**src/rtl/data_mem_arbiter.sv**
```systemverilog
// Two-requester arbiter in front of the single-port data memory: CPU has fixed
// priority, DMA gets a starvation guard, and 1-cycle read data is routed back to its issuer.
module data_mem_arbiter #(
    parameter int MAX_WAIT = 4
) (
    input  logic        clk,
    input  logic        rst_n,
    input  logic [31:0] cpu_addr,
    input  logic [31:0] cpu_wdata,
    input  logic        cpu_memread,
    input  logic        cpu_memwrite,
    input  logic [3:0]  cpu_sign_mask,
    output logic [31:0] cpu_rdata,
    output logic        cpu_rvalid,
    output logic        cpu_stall,
    input  logic [31:0] dma_addr,
    input  logic [31:0] dma_wdata,
    input  logic        dma_memread,
    input  logic        dma_memwrite,
    input  logic [3:0]  dma_sign_mask,
    output logic        dma_gnt,
    output logic [31:0] dma_rdata,
    output logic        dma_rvalid,
    output logic [31:0] mem_addr,
    output logic [31:0] mem_wdata,
    output logic        mem_memread,
    output logic        mem_memwrite,
    output logic [3:0]  mem_sign_mask,
    input  logic [31:0] mem_rdata
);

    localparam int WW = $clog2(MAX_WAIT + 1);
    localparam logic [WW-1:0] WAIT_MAX = WW'(MAX_WAIT);

    typedef struct packed {
        logic [31:0] addr;
        logic [31:0] wdata;
        logic        rd;
        logic        wr;
        logic [3:0]  sign_mask;
    } mem_req_t;

    mem_req_t      cpu_r, dma_r, mem_r;
    logic          cpu_req, dma_req;
    logic          cpu_win, dma_win;
    logic          starved;
    logic [WW-1:0] wait_cnt;
    logic [1:0]    rd_owner;  // [1] = CPU, [0] = DMA

    // Read beats write when both are raised, matching data_mem.
    always_comb begin
        cpu_r = '{addr: cpu_addr, wdata: cpu_wdata, rd: cpu_memread,
                  wr: cpu_memwrite & ~cpu_memread, sign_mask: cpu_sign_mask};
        dma_r = '{addr: dma_addr, wdata: dma_wdata, rd: dma_memread,
                  wr: dma_memwrite & ~dma_memread, sign_mask: dma_sign_mask};
    end

    assign cpu_req = cpu_memread | cpu_memwrite;
    assign dma_req = dma_memread | dma_memwrite;
    assign starved = (wait_cnt == WAIT_MAX);

    always_comb begin
        cpu_win = 1'b0;
        dma_win = 1'b0;
        if (rst_n) begin
            if (dma_req && (!cpu_req || starved))
                dma_win = 1'b1;
            else if (cpu_req)
                cpu_win = 1'b1;
        end
    end

    always_comb begin
        mem_r = '0;
        if (cpu_win)
            mem_r = cpu_r;
        else if (dma_win)
            mem_r = dma_r;
    end

    assign mem_addr      = mem_r.addr;
    assign mem_wdata     = mem_r.wdata;
    assign mem_memread   = mem_r.rd;
    assign mem_memwrite  = mem_r.wr;
    assign mem_sign_mask = mem_r.sign_mask;

    assign cpu_stall = cpu_req & ~cpu_win & rst_n;
    assign dma_gnt   = dma_win;

    // Consecutive DMA losses; saturates so the guard stays armed until DMA wins.
    always_ff @(posedge clk or negedge rst_n) begin
        if (!rst_n)
            wait_cnt <= '0;
        else if (dma_req && !dma_win)
            wait_cnt <= starved ? wait_cnt : wait_cnt + WW'(1);
        else
            wait_cnt <= '0;
    end

    always_ff @(posedge clk or negedge rst_n) begin
        if (!rst_n)
            rd_owner <= 2'b00;
        else
            rd_owner <= {cpu_win & cpu_memread, dma_win & dma_memread};
    end

    assign cpu_rvalid = rd_owner[1];
    assign dma_rvalid = rd_owner[0];
    assign cpu_rdata  = cpu_rvalid ? mem_rdata : 32'h0;
    assign dma_rdata  = dma_rvalid ? mem_rdata : 32'h0;

endmodule

```
**config.mk**
```make
export PLATFORM = sky130hd
export DESIGN_NAME = data_mem_arbiter
export DESIGN_NICKNAME = d
export VERILOG_FILES = /design/src/rtl/data_mem_arbiter.sv
export SDC_FILE = /design/constraint.sdc
export NUM_CORES = 1
export LEC_CHECK = 0
export ABC_AREA = 1
export CAP_MARGIN = 5
export CORE_AREA = 2 2 122 124
export DETAILED_ROUTE_END_ITERATION = 8
export DIE_AREA = 0 0 124 126
export GPL_TIMING_DRIVEN = 0
export PLACE_DENSITY_LB_ADDON = 0.05
export SYNTH_ARGS = -nofsm -noshare
export SYNTH_HDL_FRONTEND = slang
export SYNTH_SLANG_ARGS = --single-unit
```
**constraint.sdc**
```tcl
create_clock -name clk -period 1.9 [get_ports clk]
set_clock_uncertainty 0.15 [all_clocks]
set_input_delay 0.38 -clock clk [delete_from_list [all_inputs] [get_ports clk]]
set_output_delay 0.38 -clock clk [all_outputs]
set_load 0.1 [all_outputs]
```
==> summary.txt <==
STA
  • Final Hold Viols: 0
  • Slew Limit Fails: 0
  • Setup WS post-layout: -0.493 ns
  • Final setup TNS: -30.99 ns
  • Unrepaired setup endpoints after global routing: yes
  • Fin crit share: 126%
  • Worst-margin pin slew: 0.544 ns
  • Relative slew slack: 63.9%
  • Hold Slack: 0.516 ns
  • FMAX: 418 MHz
  • Final setup violating endpoints: between 70 and 80
  • Fin crit period: 2.39 ns

Setup path
  • FF-to-FF path depth: 7
  • RR Startpoint: wait_cnt[1]
  • Critical path peak fanout: 7
  • Worst EP arrival: 1.86 ns
  • Crit Path Category: reg -> out
  • R2R Setup Slk: 0.47 ns
  • CP endpoint: mem_wdata[25]
  • CP startpoint kind: flip-flop
  • Terminus of the critical flop-to-flop path: wait_cnt[0]
  • Critical Path Start: wait_cnt[1]
  • Critical Path Sink Type: primary output
  • Worst Path Required: 1.37 ns

Logic synthesis
  • Leading post-synthesis cells by cell area: nand2_1 (26%), nand4_1 (21%), nand3_1 (18%)
  • Synth unique cells: 18
  • Top cell type by total area after synthesis: nand2_1
  • Area of the mapped netlist: 0.00202 mm^2
  • Synth Register Bits: 5
  • Area share of the largest cell type after synthesis: 25.6%
  • Syn_nets: roughly 590
  • YS warnings: 0
  • Avg Cell Area, Syn: slightly below 5 um^2
  • Sequential-to-total area share from yosys stat: 6.19%
  • Cells after Synth: 418

Clocking
  • Clock Sinks: 5
  • CTS Buf Count: 3
  • Clk Latency, worst-skew pair: between 0.2 and 0.25 ns
  • Clock transition at path regs: 0.03 ns
  • CTS max path bufs: 2
  • Root buffer cell: clkbuf_16
  • CTS tree: yes
  • H-tree levels: 1

Drt
  • Drt wl/cell: 16.1 um
  • Vias/cell: 4.36
  • Met3 WL post-DR: about 1400 um
  • Total length of routed wires: 15300 um
  • DRT antenna net count: 0
  • DR top layer: met4
  • First-pass detailed-route iteration total: 4
  • Initial detailed-routing violation count: 99
  • Routed vias: 4122
  • Routed wl met2: 8300 um
  • # DRC: 0
  • Met1 WL: 5280 um

Cells and area
  • Post-route cell area: about 0.008 mm^2
  • Fraction of layout cells with a size suffix above 1: 55.0%
  • Commonest non-fill, non-tap cell in the layout: clkdlybuf4s50_1
  • Final net count: about 940
  • Commonest non-fill, non-tap cells in the layout: clkdlybuf4s50_1 (168), buf_12 (71), nand2_4 (70)
  • Cell Count, Final, Fillers Out: 945
  • Area delta synth->final: 296%

Power
  • P_leak: 0.00311 uW
  • P_sw: between 3000 and 4000 uW
  • Sw frac: between 50% and 60%
  • Int Power: 2520 uW
  • Pwr/cell area: between 700 and 800 mW/mm^2
  • Part of the power in registers: 2.9%
  • Peak VDD IR: roughly 0.46 mV
  • Comb power frac: 91.5%
  • Clock share of power: 5.6%

Floorplanning
  • DIE AREA: 0.0156 mm^2
  • Die Width: 124 um
  • DIE HEIGHT: 126 um
  • I/O pin total: 312
  • Rows: 44
  • Initial Utilization: 14.1%
  • Core ar.: between 0.01 and 0.015 mm^2

GRT
  • GRT Util Overall: 18.3%
  • Number of global-route vias before repair: 4240
  • Largest net degree at the start of global routing: 11
  • First-pass GRT wire length: 22600 um
  • Initial antenna violation count: 1
  • Gr ovfl total: 0

Placed design
  • PortBufs: 311
  • DP HPWL: 11700 um
  • Placed cell area: 0.00628 mm^2
  • Final GP Congestion: just under 0.8
  • Post-placement setup slack: -2.12 ns
  • Dpl cells: 913

Job
  • Max_cap viols: 0

Status
  • Status: finished with violations
  • Failing checks: negative setup slack

Worst hold path
  • Hold depth: 3
  • Hold/Removal Path Class: in -> reg
flip-flops by register name, summed over array words and instances (netlist names):
register	flops
rd_owner	2
wait_cnt	3
Yosys cell counts:
cell,n
nand2_2,3
clkbuf_1,23
buf_2,9
a21oi_1,1
buf_6,3
a21oi_4,1
nand2_1,138
o21ai_0,4
dfrtp_1,5
nand3_1,71
inv_2,5
nand4_1,68
buf_1,6
inv_1,72
buf_4,1
nor2_1,5
ha_1,2
xor2_1,1
per-stage QoR:
step | power [uW] | utilization [%]
after global placement | 4510 | 43.9
after CTS | 6000 | 53.7
final | 6130 | 55.9
after floorplan | 3380 | -
after global routing | 6360 | 55.9
after detailed placement | 4540 | 43.9
timing repair:
action / CTS / global route
setup endpoints to repair: 138 / 121
gates cloned: 5 / 1
hold endpoints to repair: 5 / 0
pin swaps: 23 / 26
gates resized for setup: 1185 / 67
hold buffers: 1 / 0
setup buffers: 16 / 7
power by group through the flow:
stage	Clock (uW)	Sequential [uW]	Combinational [uW]
after floorplan	0	192	3190
after global placement	0	171	4340
after detailed placement	0	173	4370
after CTS	349	178	5480
after global routing	360	182	5820
final	343	178	5610
critical path, cell delays in order, from the launching register on:
cell,delay (ns)
dfrtp_1,0.36
inv_2,0.06
ha_4,0.17
nand2_8,0.10
inv_4,0.04
a21oi_4,0.14
buf_8,0.19
buf_8,0.16
nand3_1,0.12
nand2_4,0.10
buf_8,0.19
worst min-delay path by stage:
stage,from,endpoint
CTS,cpu_memread,rd_owner[1]
floorplan,rst_n,wait_cnt[0]
global placement,wait_cnt[2],wait_cnt[2]
finish,cpu_memread,rd_owner[1]
global route,cpu_memread,rd_owner[1]
detailed placement,wait_cnt[2],wait_cnt[2]
layer usage:
metal | up-vias | GRT usage (%)
met5 | - | 0
met4 | 0 | 3.17
met3 | 14 | 5.80
met2 | 186 | 35.7
met1 | 1869 | 19.0
li1 | 2053 | -
cell type report:
cell class                 instances  area, um^2
fill                            1306        6320
timing repair buffer             340        4190
tap                              184         230
antenna                            1        2.50
buffer                            40         327
multi-input combinational        294        2510
clock buffer                       4        78.8
inverter                          77         524
sequential                         5         133
cell families (layout without fill, tap and decap cells):
group / count (synthesis) / after routing / synth area share [%]
xor+xnor: 1 / 1 / 0.434
other cells: 0 / 1 / 0
compound gates: 6 / 6 / 2.04
simple gates: 285 / 285 / 66.1
fa+ha+maj: 2 / 2 / 1.24
flops: 5 / 5 / 6.19
buf+inv: 119 / 461 / 24.0
No activity file was read; power rests on OpenSTA's default activity.
